[src/rtl/sfilter_synth.sv]
// sfilter_synth -- all-pole LPC synthesis filter.
//
// Rebuilds y[n] = e[n] - sum_{k=1..ORDER} a_k * y[n-k] from the residue e[n].
// A single time-multiplexed multiplier runs one tap per clock, so each sample
// spends ORDER cycles in MAC before it is presented on the output.
//
// Ports
//   clk, reset       clock; synchronous active-high reset
//   coef_we/addr/data coefficient write port (a_{addr+1}, signed Q4.28),
//                     honoured only while idle and only for addr < ORDER
//   hist_clr         zero the y history (honoured only while idle)
//   in_valid/ready   residue input handshake, residue is signed Q1.15
//   out_valid/ready  sample output handshake, sample is signed Q1.15 saturated
//   busy             high while a sample is in flight (MAC or OUT)
//
// Handshake semantics (both ports): a transfer happens on a rising edge where
// valid and ready are both high. The producer holds its data stable while
// valid is high and ready is low; there is no skid buffer on the input, and
// the output holds sample stable for as long as out_ready stays low.
module sfilter_synth #(
  parameter int ORDER = 10
) (
  input  logic               clk,
  input  logic               reset,
  input  logic               coef_we,
  input  logic [3:0]         coef_addr,
  input  logic signed [31:0] coef_data,
  input  logic               hist_clr,
  input  logic               in_valid,
  output logic               in_ready,
  input  logic signed [15:0] residue,
  output logic               out_valid,
  input  logic               out_ready,
  output logic signed [15:0] sample,
  output logic               busy
);

  typedef enum logic [1:0] {
    IDLE = 2'd0,
    MAC  = 2'd1,
    OUT  = 2'd2
  } state_t;

  state_t state, state_nxt;

  logic signed [31:0] coef [ORDER];
  logic signed [15:0] hist [ORDER];   // hist[0] is y[n-1]
  logic signed [39:0] acc;            // 30 fractional bits
  logic        [3:0]  k;
  logic signed [15:0] sample_q;

  // Datapath for the current tap. Q4.28 x Q1.15 gives 43 fractional bits;
  // rounding half-up and dropping 13 bits lines it up with acc.
  logic signed [47:0] prod;
  logic signed [47:0] prod_rnd;
  logic signed [47:0] acc_ext;
  logic signed [47:0] acc_mac;
  logic signed [47:0] conv;
  logic signed [15:0] sat_val;
  logic               last_tap;
  logic               coef_hit;

  always_comb begin
    prod     = 48'(coef[k]) * 48'(hist[k]);
    prod_rnd = (prod + 48'sd4096) >>> 13;
    acc_ext  = {{8{acc[39]}}, acc};
    acc_mac  = acc_ext - prod_rnd;
    // Output conversion uses the value acc will hold after the final tap,
    // so the saturated sample is ready on the same edge that enters OUT.
    conv     = (acc_mac + 48'sd16384) >>> 15;
    if (conv > 48'sd32767) begin
      sat_val = 16'sh7FFF;
    end else if (conv < -48'sd32768) begin
      sat_val = 16'sh8000;
    end else begin
      sat_val = conv[15:0];
    end
    last_tap = (k == 4'(ORDER - 1));
    coef_hit = (int'(coef_addr) < ORDER);
  end

  // Next-state and handshake outputs.
  always_comb begin
    state_nxt = state;
    in_ready  = 1'b0;
    out_valid = 1'b0;
    busy      = 1'b0;
    case (state)
      IDLE: begin
        in_ready = 1'b1;
        if (in_valid) begin
          state_nxt = MAC;
        end
      end
      MAC: begin
        busy = 1'b1;
        if (last_tap) begin
          state_nxt = OUT;
        end
      end
      OUT: begin
        busy      = 1'b1;
        out_valid = 1'b1;
        if (out_ready) begin
          state_nxt = IDLE;
        end
      end
      default: begin
        state_nxt = IDLE;
      end
    endcase
  end

  always_ff @(posedge clk) begin
    if (reset) begin
      state    <= IDLE;
      acc      <= '0;
      k        <= '0;
      sample_q <= '0;
      for (int i = 0; i < ORDER; i++) begin
        coef[i] <= '0;
        hist[i] <= '0;
      end
    end else begin
      state <= state_nxt;
      case (state)
        IDLE: begin
          // Coefficients only change between samples, so a sample in
          // flight always sees one consistent coefficient set.
          if (coef_we && coef_hit) begin
            coef[coef_addr] <= coef_data;
          end
          // The clear lands before the first tap is read, so a sample
          // accepted together with hist_clr sees zero history.
          if (hist_clr) begin
            for (int i = 0; i < ORDER; i++) begin
              hist[i] <= '0;
            end
          end
          if (in_valid) begin
            acc <= {{9{residue[15]}}, residue, 15'd0};
            k   <= '0;
          end
        end
        MAC: begin
          acc <= acc_mac[39:0];
          k   <= k + 4'd1;
          if (last_tap) begin
            sample_q <= sat_val;
          end
        end
        OUT: begin
          // The saturated value is what feeds back into the recursion.
          if (out_ready) begin
            hist[0] <= sample_q;
            for (int i = 1; i < ORDER; i++) begin
              hist[i] <= hist[i-1];
            end
          end
        end
        default: begin
        end
      endcase
    end
  end

  assign sample = sample_q;

endmodule

[config.mk]
export PLATFORM = sky130hd
export DESIGN_NAME = sfilter_synth
export DESIGN_NICKNAME = d
export VERILOG_FILES = /design/src/rtl/sfilter_synth.sv
export SDC_FILE = /design/constraint.sdc
export NUM_CORES = 2
export LEC_CHECK = 0
export CAP_MARGIN = 20
export CELL_PAD_IN_SITES_DETAIL_PLACEMENT = 1
export CELL_PAD_IN_SITES_GLOBAL_PLACEMENT = 2
export CORE_UTILIZATION = 49
export DETAILED_ROUTE_END_ITERATION = 8
export DONT_BUFFER_PORTS = 1
export GPL_TIMING_DRIVEN = 0
export HOLD_SLACK_MARGIN = 0.1
export PLACE_DENSITY_LB_ADDON = 0.1
export SLEW_MARGIN = 20
export SYNTH_ARGS = -nofsm -noshare
export SYNTH_HDL_FRONTEND = slang
export SYNTH_SLANG_ARGS = --single-unit
[constraint.sdc]
create_clock -name clk -period 34.5 [get_ports clk]
set_input_delay 3.45 -clock clk [delete_from_list [all_inputs] [get_ports clk]]
set_output_delay 3.45 -clock clk [all_outputs]
set_load 0.01 [all_outputs]
=== Word-level counts from Yosys, hierarchy flattened ===
Memories as Yosys holds them, arrays and structs flattened. A register that Yosys moved wholly into a read port is not among the register bits.
Index checks and enable logic that the tools add are counted.

* Memories: 2
* Logic and storage cells: 102
* RAM bits: 480
* Bits of input ports: 58
* Register bits: 62

* Order comparisons: 3
* Mux-type cells: 54
* Multiply operators: 1
* Eq/ne operators: 6
* Add/sub/neg operators: 4
* Reduce and logical (&&, ||, !) cells: 8
* Bitwise logic cells: 20

{| class="wikitable"
|+ Memory list
! name !! depth !! bits a word !! read ports !! clocked after memory_dff !! write ports !! RTL line !! RTL
|-
| coef || 10 || 32 || 1 || 1 || 10 || 46 || <nowiki>logic signed [31:0] coef [ORDER];</nowiki>
|-
| hist || 10 || 16 || 10 || 1 || 10 || 47 || <nowiki>logic signed [15:0] hist [ORDER];</nowiki>
|}

{| class="wikitable"
|+ Operator list
! kind !! number
|-
| $mux 16 || 22
|-
| $pmux 40 s2 || 1
|-
| $add 48x14->48 const B || 1
|-
| $mul 32x16->48 || 1
|-
| $add 41x16->42 const B || 1
|-
| $sub 40x35->41 || 1
|-
| $mux 40 || 1
|-
| $mux 32 || 1
|-
| $reduce_or 32->1 || 1
|-
| $gt 27x16->1 const B || 1
|-
| $lt 27x16->1 const B || 1
|-
| $mux 4 || 6
|-
| $or 1x1->1 || 20
|-
| $mux 1 || 18
|-
| $pmux 4 s2 || 1
|-
| $mux 2 || 3
|-
| $ne 2x2->1 const B || 3
|-
| $pmux 2 s3 || 1
|-
| $add 4x1->4 const B || 1
|-
| $eq 4x4->1 const B || 1
|-
| $lt 4x4->1 const B || 1
|-
| $reduce_and 2->1 || 2
|-
| $reduce_and 3->1 || 1
|-
| $eq 2x1->1 const B || 1
|-
| other kinds (5) || 5
|}

=== Logic depth before layout (Yosys ltp) ===
* Depth in word-level cells: 8
* Gate-level depth with buffers: 55
* Mapped depth without buffers: 45

=== Worst setup path after synthesis ===
No wires, ideal clock.

* Kind: register to register
* From: register with a tool-made name
* To: register sample_q[4], in the netlist sample[4]
* Stages on the path, launching flop included: 51
* Slack: 21928 ps
* Arrival: 12439 ps
* Buffers on the path: 9
* Required time: 34367 ps
* Clock period less this slack: 12572 ps
* Path through: dfxtp_1 buf_4 buf_6 buf_2 buf_1 buf_1 mux4_2 mux2_2 o21ai_1 clkbuf_1 nor2_1 fa_1 inv_1 fa_1 fa_1 inv_1 fa_1 fa_1 [15 not listed] xor2_1 ha_1 buf_4 a21oi_2 o21ai_2 a22o_1 or2_4 o211ai_1 or2b_2 xnor2_1 or4_1 buf_2 a2111oi_1 o211a_1 o2111ai_2 o21ai_4 buf_8 a211oi_2

{| class="wikitable"
|+ RTL lines
! element !! RTL line !! RTL
|-
| to (signal assigned) || 149 || <nowiki>sample_q <= sat_val;</nowiki>
|-
| to (decl) || 50 || <nowiki>logic signed [15:0] sample_q;</nowiki>
|}

==> reports/qor.csv <==
stage;metric;value;unit
grt;largest net degree at the start of global routing;54;
place;Placement Cell Area;54460;um^2
clock_network;clock tree root buffer cell;clkbuf_16;
grt;first-pass GRT wire length;246200;um
final_layout;layout cell share with drive strength beyond 1;9.608;%
die;total die area;106500;um^2
timing;Max Clk Rate;59.53;MHz
clock_network;# H-tree levels;3;
timing;Layout Skew;0.04150;ns
yosys;Post-Syn Area;51560;um^2
final_layout;Area growth syn-to-layout;10.44;%
yosys;sequential cell area fraction in the yosys report;41.70;%
outcome;outcome;finished, final reports clean;
hold_path;Hold Crit Class;register to register;
die;Die Wd;326.4;um
yosys;top cell type's share of synthesized area;39.14;%
clock_network;clock latency on the worst-skew pair;0.68;ns
timing;worst slew pin tran;1.180;ns
worst_setup_path;Worst Path Max Fanout;10;
worst_setup_path;critical path data arrival time;17.37;ns
timing;endpoints failing setup;0;
final_layout;cell area after layout;56940;um^2
yosys;post-synthesis register bit count;738;
place;hpwl dp;125300;um
clock_network;clk sinks;738;
worst_setup_path;slowest cell on the critical path;o21ai_1;
worst_setup_path;CP most frequent cell;fa_1;
final_layout;Final nets;5456;
drt;1st-pass router iterations;7;
drt;via/cell ratio;5.691;
yosys;library cells used by synthesis;112;
place;Placed Cells incl. Taps;6051;
grt;vias in the first global route;37930;
drt;DRC;0;
clock_network;hold buffers post-CTS;0;
worst_setup_path;startpoint types;register;
clock_network;CTS tree;done;
timing;Final Max Tran Viols;0;
yosys;Post-synth EDFFs;672;
die;die height;326.4;um
place;PortBufs;0;
worst_setup_path;Crit. End Element;register;
grt;GRT Util Overall;31.46;%
yosys;Mapped Cells;4463;
timing;Setup TNS Final;0;ns
yosys;cell accounting for the most synthesized area;edfxtp_1;
clock_network;Worst-path clk slew;0.06;ns
die;Row Count;118;
clock_network;CTS buffer count;80;
timing;final worst-path cycle share;48.69;%
timing;final count of hold timing violations;0;
drt;initial drt markers;2934;
yosys;most common flop cell mapped by yosys;edfxtp_1;
worst_setup_path;CP peak stage delay;0.85;ns
final_layout;filler instances;11000;
timing;min cycle time layout;16.80;ns
yosys;Mean Syn Cell Area;11.55;um^2
worst_setup_path;critical path capture point;sample[12]$_SDFFE_PP0P_;
clock_network;clk buf depth;3;
die;Initial Utilization;49.61;%
die;core area;103900;um^2
timing;RSZ-0062 raised after global routing;false;
place;RD Place Congestion;0.9145;
drt;per-cell routed wire length;26.40;um
yosys;largest cells by area after synthesis;edfxtp_1 (39%), fa_1 (19%), mux4_2 (7.5%);
job;max-cap violations;0;
grt;grt ovf;0;
drt;Routed Antenna Nets;0;
worst_setup_path;critical path class;register to register;
worst_setup_path;Worst EP required;35.07;ns
worst_setup_path;worst r2r path cells;50;
clock_network;post_cts resized;0;
grt;initial antenna violation count;5;
yosys;commonest cells in the netlist;edfxtp_1 (672), inv_1 (635), nor2_1 (623), fa_1 (487), nand2_1 (436);
worst_setup_path;FF-to-FF setup slack;17.70;ns
yosys;synth warn;0;
drt;via count;35280;
yosys;Async SR Flop Fraction;0;%
die;Ports;77;
yosys;top-count cell post-synth;edfxtp_1;
final_layout;fin cells;6200;
timing;Relative slew margins;20.80;%
worst_setup_path;Reg-to-Reg End;sample[12]$_SDFFE_PP0P_;
drt;Post-Route WL;163700;um
clock_network;Post-CTS Setup Bufs;0;
-- routing by layer --
| layer | track usage [%] | vias up | wire [um] |
|---|---|---|---|
| li1 | - | 15300 | - |
| met1 | 42.29 | 18660 | 67820 |
| met2 | 52.40 | 1065 | 79780 |
| met3 | 5.137 | 256 | 10580 |
| met4 | 10.03 | 4 | 5478 |
| met5 | 0 | - | 24 |
-- kinds of logic after synthesis --
family,count (synthesis),share of synthesized area (%)
other,1,0.007273
and+or+nand+nor,1523,13.45
AOI/OAI and AO/OA,410,5.933
adders and majority gates,643,22.69
muxes,214,8.328
buffers and inverters,850,6.431
xor gates and xnor gates,84,1.456
DFF,738,41.70
-- sequential cells by signal, summed over array words and instances, names as in the netlist, named ones only --
name and cells:
sample 16, coef 512, hist 160, k 4, acc 40, state 2
-- critical path, delay by kind of cell, from the launching register on --
family,cells,cell delay [ns]
buffers and inverters,12,4.38
adders and majority gates,9,3.93
AOI/OAI and AO/OA,15,3.90
and+or+nand+nor,11,2.75
xor gates and xnor gates,2,0.75
DFF,1,0.55
muxes,1,0.41
-- cell type report --
type	instances	area [um^2]	area share, %
multi-input cells	3066	27590	48.46
flip-flops and latches	738	21500	37.76
inverters	635	2384	4.186
clock buffers	97	2076	3.645
well taps	1380	1727	3.032
plain buffers	215	940.9	1.652
clock inverters	49	379.1	0.6658
repair buffers	19	339.1	0.5955
diodes	1	2.502	0.004395
-- worst min-delay path by stage --
stage | start | to | slack (ns) | cells past startpoint
after global placement | acc[28]$_SDFFE_PP0P_ | acc[28]$_SDFFE_PP0P_ | 0.44 | 2
after global routing | acc[27]$_SDFFE_PP0P_ | acc[27]$_SDFFE_PP0P_ | 0.48 | 2
after detailed placement | acc[27]$_SDFFE_PP0P_ | acc[27]$_SDFFE_PP0P_ | 0.45 | 2
after CTS | acc[27]$_SDFFE_PP0P_ | acc[27]$_SDFFE_PP0P_ | 0.46 | 2
final | acc[27]$_SDFFE_PP0P_ | acc[27]$_SDFFE_PP0P_ | 0.46 | 2
after floorplan | acc[7]$_SDFFE_PP0P_ | acc[7]$_SDFFE_PP0P_ | 0.44 | 2
-- placed cells by master (no fill, tap or decap), types with 10 or more instances in the layout --
cell type and instances:
a211oi_1 28, buf_1 16, and3_1 14, a22oi_1 14
o21a_1 29, and2_1 186, a211oi_2 16, o21ai_2 13
nand4_1 20, buf_2 20, edfxtp_1 672, clkinv_2 11
a21oi_2 12, clkbuf_16 80, nor2b_1 56, o21ai_0 43
nand3_1 44, dfxtp_1 66, nand2_1 427, clkinv_1 28
conb_1 192, a21o_1 34, mux2i_1 33, mux4_2 171
o21ai_1 29, nor2_1 623, xor2_1 29, mux2_2 10
inv_1 635, ha_1 156, clkbuf_1 176, fa_1 487
nand2b_1 43, nor3_1 37, xnor2_1 53, a21oi_1 83
-- through the flow --
step,utilization [%],hold slack (ns),setup WS (ns)
2_1_floorplan,-,0.4362,21.93
3_3_place_gp,51.96,0.4441,17.09
3_5_place_dp,52.40,0.4508,17.72
4_1_cts,54.76,0.4581,17.63
5_1_grt,54.78,0.4784,16.99
6_report,54.78,0.4560,17.70
Power is not shown: default switching activity piles up to over one toggle a cycle in this logic, so the estimate is an artifact.
